$ cat config.mk
export PLATFORM = sky130hd
export DESIGN_NAME = sync_debounce_bank
export DESIGN_NICKNAME = d
export VERILOG_FILES = /design/src/rtl/sync_debounce_bank_pkg.sv /design/src/rtl/sync_debounce_bank_channel.sv /design/src/rtl/sync_debounce_bank.sv
export SDC_FILE = /design/constraint.sdc
export NUM_CORES = 1
export LEC_CHECK = 0
export ABC_AREA = 0
export BUFFER_PORTS_ARGS = -buffer_cell sky130_fd_sc_hd__buf_2
export CORE_MARGIN = 5
export CORE_UTILIZATION = 52
export DETAILED_ROUTE_END_ITERATION = 10
export PLACE_DENSITY = 0.69
export RECOVER_POWER = 25
export SLEW_MARGIN = 20
export SYNTH_ARGS = -nofsm -noshare
export SYNTH_HDL_FRONTEND = slang
export SYNTH_SLANG_ARGS = --single-unit
export TNS_END_PERCENT = 1
$ cat constraint.sdc
create_clock -name clk -period 2.4 [get_ports clk]
set_input_delay 0.36 -clock clk [delete_from_list [all_inputs] [get_ports clk]]
set_output_delay 0.36 -clock clk [all_outputs]
set_load 0.05 [all_outputs]
$ cat src/rtl/sync_debounce_bank_pkg.sv
// Shared constants for the calculator input conditioners: board clock,
// debounce window and the constant clog2 used to size the debounce counters.
package sync_debounce_bank_pkg;

   localparam int CLK_HZ      = 32'sd100000000;
   localparam int DEBOUNCE_MS = 32'sd10;

   // Default debounce window: DEBOUNCE_MS worth of clock cycles (10 ms at 100 MHz).
   localparam int DEBOUNCE_CYCLES_DEFAULT = (CLK_HZ / 32'sd1000) * DEBOUNCE_MS;

   // Ceiling log2 usable in constant expressions; clog2(1) = 0.
   function automatic int clog2(input int value);
      int result;
      int v;
      result = 32'sd0;
      v      = value - 32'sd1;
      while (v > 32'sd0) begin
         result = result + 32'sd1;
         v      = v >>> 1;
      end
      return result;
   endfunction

endpackage

$ cat src/rtl/sync_debounce_bank_channel.sv
// One input conditioner: SYNC_STAGES-deep synchroniser, saturating debounce
// counter, registered level and one-cycle rise/fall strobes.
module debounce_channel
   import sync_debounce_bank_pkg::*;
#(
   parameter int SYNC_STAGES     = 2,
   parameter int DEBOUNCE_CYCLES = DEBOUNCE_CYCLES_DEFAULT
) (
   input  logic clk,
   input  logic rst,
   input  logic din,
   output logic dout,
   output logic rise,
   output logic fall
);

   localparam int               CNT_W   = clog2(DEBOUNCE_CYCLES) + 32'sd1;
   localparam logic [CNT_W-1:0] CNT_MAX = CNT_W'(DEBOUNCE_CYCLES - 32'sd1);
   localparam logic [CNT_W-1:0] CNT_ONE = CNT_W'(32'sd1);

   // Power-up values match the post-reset state.
   logic [SYNC_STAGES-1:0] r_sync = '0;
   logic [CNT_W-1:0]       r_cnt  = '0;
   logic                   r_dout = 1'b0;
   logic                   r_rise = 1'b0;
   logic                   r_fall = 1'b0;

   logic                   w_sy;
   logic [CNT_W-1:0]       w_cnt_nxt;
   logic                   w_dout_nxt;
   logic                   w_rise_nxt;
   logic                   w_fall_nxt;

   assign w_sy = r_sync[SYNC_STAGES-1];

   if (SYNC_STAGES == 1) begin : g_sync_single
      // Single-flop synchroniser.
      always_ff @(posedge clk) begin
         if (rst) begin
            r_sync <= 1'b0;
         end else begin
            r_sync <= din;
         end
      end
   end else begin : g_sync_chain
      // Shift chain: stage 0 samples the raw input, the last stage is the synchronised value.
      always_ff @(posedge clk) begin
         if (rst) begin
            r_sync <= '0;
         end else begin
            r_sync <= {r_sync[SYNC_STAGES-2:0], din};
         end
      end
   end

   // Debounce decision: count while sy disagrees with dout, commit on the last count.
   always_comb begin
      w_cnt_nxt  = r_cnt;
      w_dout_nxt = r_dout;
      w_rise_nxt = 1'b0;
      w_fall_nxt = 1'b0;
      if (w_sy == r_dout) begin
         w_cnt_nxt = '0;
      end else if (r_cnt >= CNT_MAX) begin
         // Window complete: adopt sy and fire exactly one strobe.
         w_cnt_nxt  = '0;
         w_dout_nxt = w_sy;
         w_rise_nxt = w_sy;
         w_fall_nxt = ~w_sy;
      end else begin
         w_cnt_nxt = r_cnt + CNT_ONE;
      end
   end

   // Counter, level and strobe registers; reset discards any count in progress.
   always_ff @(posedge clk) begin
      if (rst) begin
         r_cnt  <= '0;
         r_dout <= 1'b0;
         r_rise <= 1'b0;
         r_fall <= 1'b0;
      end else begin
         r_cnt  <= w_cnt_nxt;
         r_dout <= w_dout_nxt;
         r_rise <= w_rise_nxt;
         r_fall <= w_fall_nxt;
      end
   end

   assign dout = r_dout;
   assign rise = r_rise;
   assign fall = r_fall;

endmodule

$ cat src/rtl/sync_debounce_bank.sv
// Bank of CHANNELS independent synchronise-and-debounce conditioners for the
// calculator's push-buttons and switches.
module sync_debounce_bank
   import sync_debounce_bank_pkg::*;
#(
   parameter int CHANNELS        = 5,
   parameter int SYNC_STAGES     = 2,
   parameter int DEBOUNCE_CYCLES = DEBOUNCE_CYCLES_DEFAULT
) (
   input  logic                clk,
   input  logic                rst,
   input  logic [CHANNELS-1:0] din,
   output logic [CHANNELS-1:0] dout,
   output logic [CHANNELS-1:0] rise,
   output logic [CHANNELS-1:0] fall
);

   if (SYNC_STAGES < 1) begin : g_bad_sync_stages
      $error("sync_debounce_bank: SYNC_STAGES must be >= 1");
   end

   if (DEBOUNCE_CYCLES < 1) begin : g_bad_debounce_cycles
      $error("sync_debounce_bank: DEBOUNCE_CYCLES must be >= 1");
   end

   for (genvar g = 0; g < CHANNELS; g++) begin : g_ch
      debounce_channel #(
         .SYNC_STAGES    (SYNC_STAGES),
         .DEBOUNCE_CYCLES(DEBOUNCE_CYCLES)
      ) u_channel (
         .clk (clk),
         .rst (rst),
         .din (din[g]),
         .dout(dout[g]),
         .rise(rise[g]),
         .fall(fall[g])
      );
   end

endmodule

==> results of run 1 <==
## worst register-to-register path, cell delays in order, from the launching register on
cell	delay, ns
dfxtp_1	0.34
ha_1	0.24
nand2_1	0.12
nor2_1	0.08
a311oi_1	0.45
nand3_2	0.44
a21oi_1	0.23
## sequential cells by signal, indices dropped and copies added (netlist names)
signal,count
g_ch.u_channel.r_cnt,105
g_ch.u_channel.r_sync,10
g_ch.u_channel.dout,5
g_ch.u_channel.fall,5
g_ch.u_channel.rise,5
## cell usage after synthesis (all sizes together)
cell type	n	share of area
mux2i	4	0.0073
nand3	35	0.035
nand2b	5	0.0057
buf	20	0.027
xnor2	42	0.067
o21bai	3	0.0041
nand4b	1	0.0016
nor4b	11	0.023
o211ai	1	0.0014
o311ai	2	0.0032
nand2	37	0.025
clkbuf	4	0.0027
nor3	22	0.020
nor4	8	0.010
nand4	25	0.030
nor2	121	0.083
nor3b	1	0.0014
o21a	1	0.0014
or4	2	0.0034
a21oi	9	0.0082
dlygate4sd1	1	0.0016
xor2	48	0.077
a211oi	1	0.0014
o21ai	4	0.0036
nor2b	10	0.011
a2111o	1	0.0021
ha	5	0.011
and3	14	0.016
dfxtp	130	0.47
or3	2	0.0025
nor4bb	2	0.0036
a22oi	1	0.0014
a311oi	1	0.0016
or2	3	0.0034
a31oi	7	0.0080
conb	1	0.00068
and2	3	0.0039
and4	7	0.011
inv	8	0.0055
## placed cells by master (no fill, tap or decap), types with 5 or more instances in the layout
| cell | n |
|---|---|
| a21oi_1 | 9 |
| a31oi_1 | 7 |
| and3_1 | 14 |
| and4_1 | 7 |
| buf_2 | 5 |
| buf_4 | 5 |
| clkbuf_1 | 17 |
| clkbuf_16 | 16 |
| conb_1 | 5 |
| dfxtp_1 | 130 |
| ha_1 | 5 |
| inv_1 | 8 |
| nand2_1 | 37 |
| nand2b_1 | 5 |
| nand3_1 | 33 |
| nand4_1 | 24 |
| nor2_1 | 121 |
| nor2b_1 | 10 |
| nor3_1 | 22 |
| nor4_1 | 7 |
| nor4b_1 | 9 |
| xnor2_1 | 42 |
| xor2_1 | 48 |
## cell families (layout without fill, tap and decap cells)
| kind of cell | count (synthesis) | after routing | share of synthesized area |
|---|---|---|---|
| other | 1 | 5 | 0.000683 |
| DFF | 130 | 130 | 0.474 |
| and+or+nand+nor | 309 | 309 | 0.290 |
| xor gates and xnor gates | 90 | 90 | 0.144 |
| muxes | 4 | 4 | 0.00729 |
| buffers and inverters | 33 | 68 | 0.0369 |
| AOI/OAI and AO/OA | 31 | 31 | 0.0362 |
| adders and majority gates | 5 | 5 | 0.0114 |
## report_power, final
| part | internal, mW | switching (mW) | total (mW) |
|---|---|---|---|
| sequential | 2.18 | 0.0139 | 2.19 |
| clock | 1.74 | 0.930 | 2.67 |
| combinational | 0.0282 | 0.0543 | 0.0825 |
| total | 3.94 | 0.998 | 4.94 |
## final timing paths
check                                                    to
worst max-delay path             g_ch[2].u_channel.r_cnt[5]
worst max register to register   g_ch[2].u_channel.r_cnt[5]
worst min-delay path            g_ch[2].u_channel.r_sync[0]
worst min register to register  g_ch[3].u_channel.r_sync[1]
## final cells by class
type / count / area (um2) / share of cell area
clock buffer: 19 / 442 / 0.0706
clock inverter: 13 / 183 / 0.0292
inverter: 8 / 30.0 / 0.00480
multi-input combinational: 444 / 2700 / 0.432
sequential: 130 / 2600 / 0.416
tap: 136 / 170 / 0.0272
timing repair buffer: 28 / 131 / 0.0210
## per-layer routing
layer / global-route usage / vias to the layer above / wire length [um]
li1: - / 2103 / -
met1: 0.204 / 1900 / 4750
met2: 0.259 / 67 / 4510
met3: 0.0455 / 22 / 324
met4: 0.0793 / 0 / 246
met5: 0 / - / 0
==> metrics.txt, run 1 <==
fin area 6260 um2; non-filler instance count after layout 778; Crit path largest cell delay 0.45 ns; Hold WC Path Type in -> reg; Initial Util 0.532; setup ws final 0.410 ns; die width 113 um; Tot Pwr 4.94 mW; Crit Path Category reg -> reg; clk sinks 130; Max Buffers Root-to-Sink 2; Reg2Reg Launch Point g_ch[2].u_channel.r_cnt[0]; gr usage total 0.163; Worst setup EP type flip-flop; hold buffers post-CTS 0; Top delay family on crit path compound AO/OA/AOI/OAI gates; fmax 502 MHz; Setup TNS 0 ns; share of cells above drive strength 1 0.0841; CTS tree done; Post-Synthesis Cells 603; CP bufs+invs 0; Post-DP Area 5660 um2; Worst Path Max Fanout 19; antenna violations before repair 0; cts bufs inserted 17; VDD IR-drop max 0.000639 V; Slew headroom 0.308; H-tree depth 4; Root Buffer clkbuf_8; CP max stage cell a311oi_1; Post-CTS Setup Bufs 0; Power Dens Cells 790 nW/um2; Ports 22; clk slew on worst S/H paths 0.06 ns; status complete, no violations; Place WS 0.437 ns; Avg Inst Size Synth 9.11 um2; routed vias 4092; Antenna diodes 0; worst skew pair latency 0.52 ns; clk_skew 0.00617 ns; Max Cap Violations 0; number of vias per cell 5.26; per-cell routed wire length 12.6 um; routed wire length 9840 um; critical-path cell list ha_1, nand2_1, nor2_1, a311oi_1, nand3_2, a21oi_1; Lkg Pwr 2.04 nW; CP Launch Type flip-flop; drt drc 0; routability cong. 0.819; row cnt 37; Post-DP HPWL 6740 um; final net count 641; largest net degree at the start of global routing 21; yosys warns 0; Area Growth Syn to Fin 14.0%; Port Buffers 21; number of setup violations in the final report 0; final hold vios 0; Worst EP arrival 2.43 ns; RSZ-0062 raised after global routing false; global route overflow 0; Placeable Area 10300 um2; Slew @ Worst Pin 1.04 ns; Synth Register Bits 130; Setup crit start g_ch[2].u_channel.r_cnt[0]; r2r setup slk 0.41 ns; sequential share of the synthesized area 0.474; vias in the first global route 3859; Stages on worst setup path 6; reg2reg path depth 6; synth unique cells 50; first-iteration detailed-routing DRC count 214; placed cell count 746; Slew Viols, Final 0; Tmin final 1.99 ns; die height 113 um; router iterations before antenna repair 6; mapped cell area 5490 um2; number of filler instances in the final layout 875; worst hold slack 0.0507 ns; post-cts resize count 0; final core utilization 0.606; Final Cycle Share 0.829; hold path startpoint din[2]; global-route wire length before repair 17100 um; Final ANT Viol Nets 0; CP required 2.84 ns; die area 12700 um2; hold depth 2
(Power assumes the default switching activity.)
==> inputs of run 2 (changes only) <==
Settings changed: PLACE_DENSITY 0.69 to 0.72.
Clock period 2.4 ns to 1.8 ns, I/O delays scaled along.
==> metrics.txt, run 2 (synthesized netlist as in run 1, its figures left out) <==
worst skew pair latency 0.52 ns; Worst EP arrival 2.14 ns; Final ANT Viol Nets 0; H-tree depth 4; die area 12700 um2; largest net degree at the start of global routing 17; number of vias per cell 5.21; Setup TNS 0 ns; routability cong. 0.828; routed wire length 10300 um; Port Buffers 21; biggest regs g_ch.u_channel.r_cnt (105), g_ch.u_channel.r_sync (10); Hold WC Path Type in -> reg; Max Cap Violations 0; clk sinks 130; Slew Viols, Final 0; row cnt 37; VDD IR-drop max 0.000728 V; first-iteration detailed-routing DRC count 246; die height 113 um; antenna violations before repair 0; leading cell type in the layout, fill and taps excluded dfxtp_1; die width 113 um; share of cells above drive strength 1 0.152; status complete, no violations; clk_skew 0.00750 ns; Worst setup EP type flip-flop; clk slew on worst S/H paths 0.06 ns; fmax 577 MHz; drt drc 0; Area Growth Syn to Fin 20.1%; worst hold slack 0.152 ns; Largest Register g_ch.u_channel.r_cnt; Root Buffer clkbuf_8; vias in the first global route 4098; multi-input logic area 2750 um2; per-cell routed wire length 12.8 um; cts bufs inserted 17; global-route wire length before repair 18100 um; Post-DP HPWL 6870 um; Lkg Pwr 2.28 nW; CP Launch Type flip-flop; Crit Path Category reg -> reg; gr usage total 0.171; Placeable Area 10300 um2; Power Dens Cells 1020 nW/um2; RSZ-0062 raised after global routing true; router iterations before antenna repair 4; Initial Util 0.532; Worst Path Max Fanout 15; Antenna diodes 0; number of filler instances in the final layout 810; fin area 6590 um2; Post-DP Area 5840 um2; most frequent cells in the layout dfxtp_1 (129), nor2_1 (121), xor2_1 (48); CP required 2.21 ns; Reg area 2600 um2; max FFs per register 105; final hold vios 0; global route overflow 0; Max Buffers Root-to-Sink 2; routed vias 4197; final net count 670; Final Cycle Share 0.963; CTS tree done; Tmin final 1.73 ns; number of setup violations in the final report 0; Ports 22
run 2: changes by cell type in the layout (fill, tap and decap cells not counted), moves of 2 or more:
cell           before  now
nor3_1             22   20
nor3_2              0    2
buf_2               5   21
clkbuf_1           17    0
buf_4               5   30
dlygate4sd3_1       0    5
run 2: repair_timing:
item | 4_1_cts | 5_1_grt
pin swaps | 1 | 0
resized for setup | 0 | 10
endpoints found under the setup margin | 19 | 50
hold buffers | 5 | 0
setup buffers | 2 | 0
hold endpoints to repair | 5 | 0
run 2: stage by stage:
stage          instances  worst slack, ns  total power [mW]  utilization
2_1_floorplan        607           0.0214              3.07            -
3_5_place_dp         768           -0.208              3.11        0.566
5_1_grt              806          0.00158              6.96        0.639
4_1_cts              806          0.00757              6.79        0.634
6_report             806           0.0672              6.74        0.639
3_3_place_gp         768           -0.109              3.10        0.566
run 2: final cells by class:
| type | instances | share of cell area |
|---|---|---|
| clock buffers | 18 | 0.0649 |
| flip-flops and latches | 130 | 0.395 |
| repair buffers | 57 | 0.0607 |
| multi-input cells | 444 | 0.417 |
| clock inverters | 13 | 0.0317 |
| well taps | 136 | 0.0258 |
| inverters | 8 | 0.00455 |
run 2: layer usage:
layer / GRT usage / part of all wire
met1: 0.215 / 0.47
met2: 0.280 / 0.48
met3: 0.0503 / 0.038
met4: 0.0577 / 0.012
met5: 0 / 0
run 2: final timing paths:
kind                          startpoint                          end  slack (ns)  cells after the start
max           g_ch[2].u_channel.r_cnt[3]  g_ch[2].u_channel.r_cnt[13]        0.07                      6
min                                  rst       g_ch[3].u_channel.dout        0.15                      2
max reg2reg   g_ch[2].u_channel.r_cnt[3]  g_ch[2].u_channel.r_cnt[13]        0.07                      6
min reg2reg  g_ch[0].u_channel.r_sync[0]  g_ch[0].u_channel.r_sync[1]        0.44                      1
run 2: critical path: stages, from the launching register on:
cell      delay (ns)
dfxtp_1         0.41
nand3_4         0.09
or2_1           0.28
a2111o_1        0.47
nand3_2         0.10
buf_4           0.20
nor2_1          0.07
run 2: power breakdown:
part,internal (mW),leakage [nW],switching (mW)
Clock,2.42,0.303,1.26
Sequential,2.90,1.05,0.0186
Combinational,0.0571,0.925,0.0768
